**src/rtl/imem_loader_pkg.sv**
```systemverilog
// Shared definitions for the instruction-memory loader and the instruction memory.
package imem_loader_pkg;

  localparam int unsigned IMEM_ADDR_W = 8;
  localparam int unsigned IMEM_DEPTH  = 256;

  // Length field arrives low byte first.
  localparam bit FRAME_LITTLE_ENDIAN = 1'b1;

  typedef enum logic [2:0] {
    ST_IDLE   = 3'd0,
    ST_LEN_LO = 3'd1,
    ST_LEN_HI = 3'd2,
    ST_DATA   = 3'd3,
    ST_CSUM   = 3'd4,
    ST_DONE   = 3'd5,
    ST_ERR    = 3'd6
  } state_e;

  // A frame length is usable only if it is non-zero and fits in the memory.
  function automatic logic len_ok(input logic [15:0] len, input int unsigned depth);
    return (len != 16'd0) && (32'(len) <= depth);
  endfunction

endpackage

```
**src/rtl/imem_loader_dp.sv**
```systemverilog
// Loader datapath: address/byte counters, length register and running XOR checksum.
module imem_loader_dp
  import imem_loader_pkg::*;
#(
  parameter int unsigned ADDR_W = IMEM_ADDR_W
) (
  input  logic              clk,
  input  logic              reset,
  input  logic              clr,
  input  logic              len_lo_we,
  input  logic              len_we,
  input  logic              data_inc,
  input  logic [7:0]        rx_data,
  input  logic [ADDR_W:0]   len_val,
  output logic [ADDR_W-1:0] addr,
  output logic [ADDR_W:0]   byte_cnt,
  output logic [7:0]        len_lo,
  output logic [7:0]        csum,
  output logic              last_c
);

  localparam int unsigned CNT_W = ADDR_W + 1;

  logic [CNT_W-1:0] len;

  always_ff @(posedge clk or negedge reset) begin
    if (!reset) begin
      addr     <= '0;
      byte_cnt <= '0;
      len_lo   <= '0;
      len      <= '0;
      csum     <= '0;
    end else if (clr) begin
      addr     <= '0;
      byte_cnt <= '0;
      len_lo   <= '0;
      len      <= '0;
      csum     <= '0;
    end else begin
      if (len_lo_we) len_lo <= rx_data;
      if (len_we)    len    <= len_val;
      // Address wraps naturally after a full-depth image.
      if (data_inc) begin
        addr     <= addr + ADDR_W'(1);
        byte_cnt <= byte_cnt + CNT_W'(1);
        csum     <= csum ^ rx_data;
      end
    end
  end

  assign last_c = ((byte_cnt + CNT_W'(1)) == len);

endmodule

```
**src/rtl/imem_loader.sv**
```systemverilog
// Byte-serial instruction-memory loader: frame FSM, handshake, write port and CPU hold.
module imem_loader
  import imem_loader_pkg::*;
#(
  parameter int unsigned ADDR_W = IMEM_ADDR_W,
  parameter int unsigned DEPTH  = IMEM_DEPTH
) (
  input  logic              clk,
  input  logic              reset,
  input  logic              start,
  input  logic [7:0]        rx_data,
  input  logic              rx_valid,
  output logic              rx_ready,
  output logic              mem_we,
  output logic [ADDR_W-1:0] mem_waddr,
  output logic [7:0]        mem_wdata,
  output logic              cpu_hold,
  output logic              done,
  output logic              error,
  output logic [ADDR_W:0]   byte_cnt
);

  localparam int unsigned CNT_W = ADDR_W + 1;

  state_e            state_q, state_d;
  logic              xfer_c;
  logic              clr_c, len_lo_we_c, len_we_c, data_inc_c;
  logic [15:0]       full_len_c;
  logic [ADDR_W-1:0] addr;
  logic [7:0]        len_lo;
  logic [7:0]        csum;
  logic              last_c;

  assign xfer_c     = rx_valid & rx_ready;
  assign full_len_c = FRAME_LITTLE_ENDIAN ? {rx_data, len_lo} : {len_lo, rx_data};

  imem_loader_dp #(.ADDR_W(ADDR_W)) u_dp (
    .clk       (clk),
    .reset     (reset),
    .clr       (clr_c),
    .len_lo_we (len_lo_we_c),
    .len_we    (len_we_c),
    .data_inc  (data_inc_c),
    .rx_data   (rx_data),
    .len_val   (CNT_W'(full_len_c)),
    .addr      (addr),
    .byte_cnt  (byte_cnt),
    .len_lo    (len_lo),
    .csum      (csum),
    .last_c    (last_c)
  );

  always_ff @(posedge clk or negedge reset) begin
    if (!reset) state_q <= ST_IDLE;
    else        state_q <= state_d;
  end

  always_comb begin
    state_d     = state_q;
    clr_c       = 1'b0;
    len_lo_we_c = 1'b0;
    len_we_c    = 1'b0;
    data_inc_c  = 1'b0;
    case (state_q)
      ST_IDLE, ST_DONE, ST_ERR: begin
        if (start) begin
          state_d = ST_LEN_LO;
          clr_c   = 1'b1;
        end
      end
      ST_LEN_LO: begin
        if (xfer_c) begin
          len_lo_we_c = 1'b1;
          state_d     = ST_LEN_HI;
        end
      end
      ST_LEN_HI: begin
        if (xfer_c) begin
          len_we_c = 1'b1;
          state_d  = len_ok(full_len_c, DEPTH) ? ST_DATA : ST_ERR;
        end
      end
      ST_DATA: begin
        if (xfer_c) begin
          data_inc_c = 1'b1;
          if (last_c) state_d = ST_CSUM;
        end
      end
      ST_CSUM: begin
        if (xfer_c) state_d = (rx_data == csum) ? ST_DONE : ST_ERR;
      end
      default: state_d = ST_IDLE;
    endcase
  end

  // Status outputs are registered from the next state so they align with it.
  always_ff @(posedge clk or negedge reset) begin
    if (!reset) begin
      rx_ready  <= 1'b0;
      cpu_hold  <= 1'b0;
      done      <= 1'b0;
      error     <= 1'b0;
      mem_we    <= 1'b0;
      mem_waddr <= '0;
      mem_wdata <= '0;
    end else begin
      rx_ready <= (state_d inside {ST_LEN_LO, ST_LEN_HI, ST_DATA, ST_CSUM});
      cpu_hold <= !(state_d inside {ST_IDLE, ST_DONE});
      done     <= (state_d == ST_DONE);
      error    <= (state_d == ST_ERR);
      mem_we   <= data_inc_c;
      if (data_inc_c) begin
        mem_waddr <= addr;
        mem_wdata <= rx_data;
      end
    end
  end

endmodule

```
**config.mk**
```make
export PLATFORM = sky130hd
export DESIGN_NAME = imem_loader
export DESIGN_NICKNAME = d
export VERILOG_FILES = /design/src/rtl/imem_loader_pkg.sv /design/src/rtl/imem_loader_dp.sv /design/src/rtl/imem_loader.sv
export SDC_FILE = /design/constraint.sdc
export NUM_CORES = 1
export LEC_CHECK = 0
export CAP_MARGIN = 20
export CORE_UTILIZATION = 37
export CTS_CLUSTER_SIZE = 28
export DETAILED_ROUTE_END_ITERATION = 10
export PLACE_DENSITY_LB_ADDON = 0.25
export SYNTH_ARGS = -nofsm -noshare
export SYNTH_HDL_FRONTEND = slang
export SYNTH_HIERARCHICAL = 1
export SYNTH_SLANG_ARGS = --single-unit
```
**constraint.sdc**
```tcl
create_clock -name clk -period 2.9 [get_ports clk]
set_input_delay 0.87 -clock clk [delete_from_list [all_inputs] [get_ports clk]]
set_output_delay 0.87 -clock clk [all_outputs]
set_load 0.1 [all_outputs]
```
==> qor.log <==
INFO  status         status=completed
INFO  timing         final-hold-violation-count=0
INFO  synthesis      synth.lib_cells_used.distinct=52
INFO  cts            cts_setup_buffers=0
INFO  timing         setup_ws=0.223ns
INFO  power_and_ir_drop vdd.ir_drop.worst=0.568mV
INFO  timing         clock-skew-final=0.00760ns
INFO  cts            cts_hold_repair.buffers=0
INFO  synthesis      postSynth.asyncResetShare=100%
INFO  critical_path  setup.worst_path.end_class=flip-flop
INFO  final_layout   post_route_cells_drive_above_1_share=26.1%
INFO  timing         final.period_utilization=92.3%
INFO  critical_path  arrival=2.89ns
INFO  timing         timing.final.max_slew_violations=0
INFO  global_route   first_global_vias=2,390
INFO  cts            cts_root_buffer=sky130_fd_sc_hd__clkbuf_8
INFO  final_layout   multiInputGateArea=1580µm²
INFO  routing        wl_per_cell=14.5µm
INFO  routing        route.detailed.vias_per_inst=5.09
INFO  cts            clock_insertion_delay_worst_skew=0.34ns
INFO  synthesis      most_instantiated_flip_flop_cell_in_the_synthesis_netlist=sky130_fd_sc_hd__dfrtp_1
INFO  synthesis      mappedNetlistNets=323
INFO  global_route   grt-ovfl-total=0
INFO  synthesis      synthAdderAreaFrac=1.06%
INFO  placed_design  place.gp.congestion=0.833
INFO  floorplan      fp.coreArea=8680µm²
INFO  power_and_ir_drop cellLeakagePower=1.75nW
INFO  critical_path  path_depth=11
INFO  placed_design  port-buffer-count=41
INFO  timing         timing.setup.tns=0ns
INFO  synthesis      post_synth_xor_area_fraction=9.78%
INFO  cts            clk_path_buf_depth=2
INFO  critical_path  crit_path_top_delay_cell=sky130_fd_sc_hd__dfrtp_4
INFO  final_layout   fill_cells=858
INFO  global_route   gr-usage-all-layers=15.4%
INFO  critical_path  critical_path.startpoint_type=flip-flop
INFO  synthesis      post_synth_inst_count=309
INFO  floorplan      dieArea=9340µm²
INFO  synthesis      synthMuxAreaShare=11.9%
INFO  critical_path  worst_ep_required_time=3.12ns
INFO  synthesis      post_synth_main_area_contributors=sky130_fd_sc_hd__dfrtp_1 50%, sky130_fd_sc_hd__mux2i_1 5.7%, sky130_fd_sc_hd__mux2_2 5.1%
INFO  timing         finalCriticalPeriod=2.68ns
INFO  placed_design  dp_worst_setup_slack=-0.0102ns
INFO  routing        remaining_drc_errors=0
INFO  global_route   grt_start_max_net_pins=67
INFO  floorplan      floorplan.io_pins=42
INFO  timing         setup_viol=0
INFO  critical_path  path_class=reg2reg
INFO  routing        detail_route.first_pass.iterations=6
INFO  routing        drt_first_iter_violations=123
INFO  critical_path  crit_path_cell_trace=ha_1 -> nand2_1 -> a21oi_1 -> o311ai_1 -> a32oi_1 -> a2111oi_4 -> inv_1 -> a21oi_1 -> mux4_2 -> and4_1 -> o21ai_1
INFO  cts            tritoncts=built
INFO  synthesis      seq_area_frac_synth=49.8%
INFO  power_and_ir_drop fin_total_pwr=4.26mW
INFO  cts            clock_sink_count=66
INFO  critical_path  reg2reg_from=u_dp/byte_cnt[0]$_DFFE_PN0P_
INFO  final_layout   antennaDiodeCount=0
INFO  floorplan      rows=34
INFO  synthesis      synth_compound_gate_area_share=7.97%
INFO  timing         slew_headroom=67.4%
INFO  floorplan      die_h=96.6µm
INFO  critical_path  worst-path-max-fanout=9
INFO  final_layout   final_cells=472
INFO  global_route   grt_pass1_wl=11.5mm
INFO  critical_path  critPathMaxStageDelay=0.53ns
INFO  cts            htree_num_levels=3
INFO  routing        detail-route-antenna-nets=0
INFO  critical_path  ff2ff_setup_slack=0.22ns
INFO  synthesis      synth_simple_gate_area_share=16.4%
INFO  placed_design  placed_cells_incl_taps=456
INFO  timing         rsz_0062_raised_after_global_routing=no
INFO  worst_hold_path min-delay-path-class=reg2reg
INFO  job            maxCapViolations=0
INFO  final_layout   layout.area.seq=1670µm²
INFO  timing         hold_ws=0.494ns
INFO  synthesis      synth_top_cell_area_share=49.8%
INFO  synthesis      synth_area=3310µm²
INFO  critical_path  worst-path-buf-inv=1
INFO  cts            cts_buffers=9
INFO  power_and_ir_drop power_density=1060nW/µm²
INFO  routing        finalWirelength=6.84mm
INFO  cts            number_of_gates_resized_after_cts=0
INFO  synthesis      ys_seq_elements=66
INFO  floorplan      start_util=38.2%
INFO  synthesis      synthDominantAreaCellType=sky130_fd_sc_hd__dfrtp_1
INFO  global_route   grt_antenna_before_repair=0
INFO  synthesis      synth_area_per_cell=10.7µm²
INFO  critical_path  worst_path_most_repeated_cell=sky130_fd_sc_hd__a21oi_1
INFO  timing         fmax=374MHz
INFO  floorplan      die_width=96.6µm
INFO  critical_path  worstReg2RegEnd=cpu_hold$_DFF_PN0_
INFO  final_layout   syn_to_final_growth=21.6%
INFO  critical_path  ff2ff_path_depth=11
INFO  synthesis      total_of_warnings_raised_by_yosys=6
INFO  critical_path  worst_setup_path_endpoint=cpu_hold$_DFF_PN0_
INFO  critical_path  critPathTopFamily=compound AO/OA/AOI/OAI gates
INFO  timing         worst-slew-pin-transition=0.485ns
INFO  final_layout   fin_nets=373
INFO  synthesis      main_combinational_cell_family_by_area_after_synthesis=simple AND/OR/NAND/NOR gates
INFO  synthesis      synth-edff-count=0
INFO  critical_path  worst_setup_path_startpoint=u_dp/byte_cnt[0]$_DFFE_PN0P_
INFO  placed_design  hpwlAfterDp=4.61mm
INFO  cts            clkSlewWorstSetupHoldPaths=0.08ns
INFO  routing        num_vias=2,402
==> worst min-delay path by stage <==
stage / from / to / slack (ns) / depth (start not counted)
finish: mem_waddr[1]$_DFFE_PN0P_ / mem_waddr[1]$_DFFE_PN0P_ / 0.49 / 1
global route: mem_waddr[1]$_DFFE_PN0P_ / mem_waddr[1]$_DFFE_PN0P_ / 0.53 / 1
CTS: mem_waddr[1]$_DFFE_PN0P_ / mem_waddr[1]$_DFFE_PN0P_ / 0.50 / 1
detailed placement: mem_waddr[1]$_DFFE_PN0P_ / mem_waddr[1]$_DFFE_PN0P_ / 0.48 / 1
global placement: mem_waddr[1]$_DFFE_PN0P_ / mem_waddr[1]$_DFFE_PN0P_ / 0.48 / 1
floorplan: u_dp/addr[7]$_DFFE_PN0P_ / mem_waddr[7]$_DFFE_PN0P_ / 0.49 / 1
==> where the power goes <==
part,switching [mW],leakage (nW),internal [mW]
clock,0.356,0.0827,0.311
sequential,0.287,0.863,1.21
combinational,1.43,0.809,0.667
total,2.08,1.75,2.19
==> synthesized netlist by cell type, types with 6 or more instances <==
cell type	instances
sky130_fd_sc_hd__a21oi_1	9
sky130_fd_sc_hd__clkbuf_1	13
sky130_fd_sc_hd__dfrtp_1	66
sky130_fd_sc_hd__inv_1	6
sky130_fd_sc_hd__mux2_2	15
sky130_fd_sc_hd__mux2i_1	19
sky130_fd_sc_hd__nand2_1	20
sky130_fd_sc_hd__nand4_1	7
sky130_fd_sc_hd__nor2_1	45
sky130_fd_sc_hd__o21ai_0	10
sky130_fd_sc_hd__xnor2_1	18
sky130_fd_sc_hd__xor2_1	19
==> stage by stage <==
step	utilization (%)	area (µm²)
2_1_floorplan	-	3350
3_3_place_gp	44.5	3860
3_5_place_dp	44.5	3860
4_1_cts	46.4	4030
5_1_grt	46.4	4030
6_report	46.4	4030
==> layer usage <==
layer / track usage, % / routed length [µm]
met1: 20.4 / 3390
met2: 24.2 / 3180
met3: 4.34 / 214
met4: 5.17 / 66
met5: 0 / 0
==> logic make-up (layout without fill, tap and decap cells) <==
family	Yosys count	in the layout
adder cells (fa/ha/maj)	3	3
AND/OR/NAND/NOR	106	106
XOR/XNOR	37	37
multiplexers	36	36
flip-flops	66	66
AO/OA/AOI/OAI	38	38
buffers and inverters	23	78
==> registers in the layout, indices dropped and copies added, names as in the netlist, 3 cells and up <==
name	flops
u_dp/addr	8
u_dp/len_lo	8
mem_wdata	8
state_q	3
u_dp/byte_cnt	9
mem_waddr	8
u_dp/csum	8
u_dp/len	9
==> layout make-up <==
class | instances | area share, %
Clock buffer | 10 | 3.17
Clock inverter | 6 | 1.06
Inverter | 6 | 0.559
Multi-Input combinational cell | 220 | 39.1
Sequential cell | 66 | 41.5
Tap cell | 108 | 3.35
Timing Repair Buffer | 56 | 11.3
==> layout by cell type (no fill, tap or decap), types with 3 or more instances in the layout <==
cell | Yosys | layout
sky130_fd_sc_hd__dfrtp_1 | 66 | 58
sky130_fd_sc_hd__nor2_1 | 45 | 45
sky130_fd_sc_hd__buf_4 | 0 | 44
sky130_fd_sc_hd__nand2_1 | 20 | 20
sky130_fd_sc_hd__xor2_1 | 19 | 19
sky130_fd_sc_hd__mux2i_1 | 19 | 19
sky130_fd_sc_hd__xnor2_1 | 18 | 18
sky130_fd_sc_hd__mux2_2 | 15 | 15
sky130_fd_sc_hd__o21ai_0 | 10 | 10
sky130_fd_sc_hd__clkdlybuf4s50_1 | 0 | 10
sky130_fd_sc_hd__clkbuf_8 | 0 | 9
sky130_fd_sc_hd__a21oi_1 | 9 | 8
sky130_fd_sc_hd__nand4_1 | 7 | 7
sky130_fd_sc_hd__inv_1 | 6 | 6
sky130_fd_sc_hd__nand3_1 | 4 | 4
sky130_fd_sc_hd__or3_1 | 4 | 4
sky130_fd_sc_hd__dfrtp_4 | 0 | 4
sky130_fd_sc_hd__dfrtp_2 | 0 | 4
sky130_fd_sc_hd__nand2b_1 | 3 | 3
sky130_fd_sc_hd__a31oi_1 | 3 | 3
sky130_fd_sc_hd__nor3_1 | 3 | 3
Note: power is estimated with default switching activity, not from simulation.
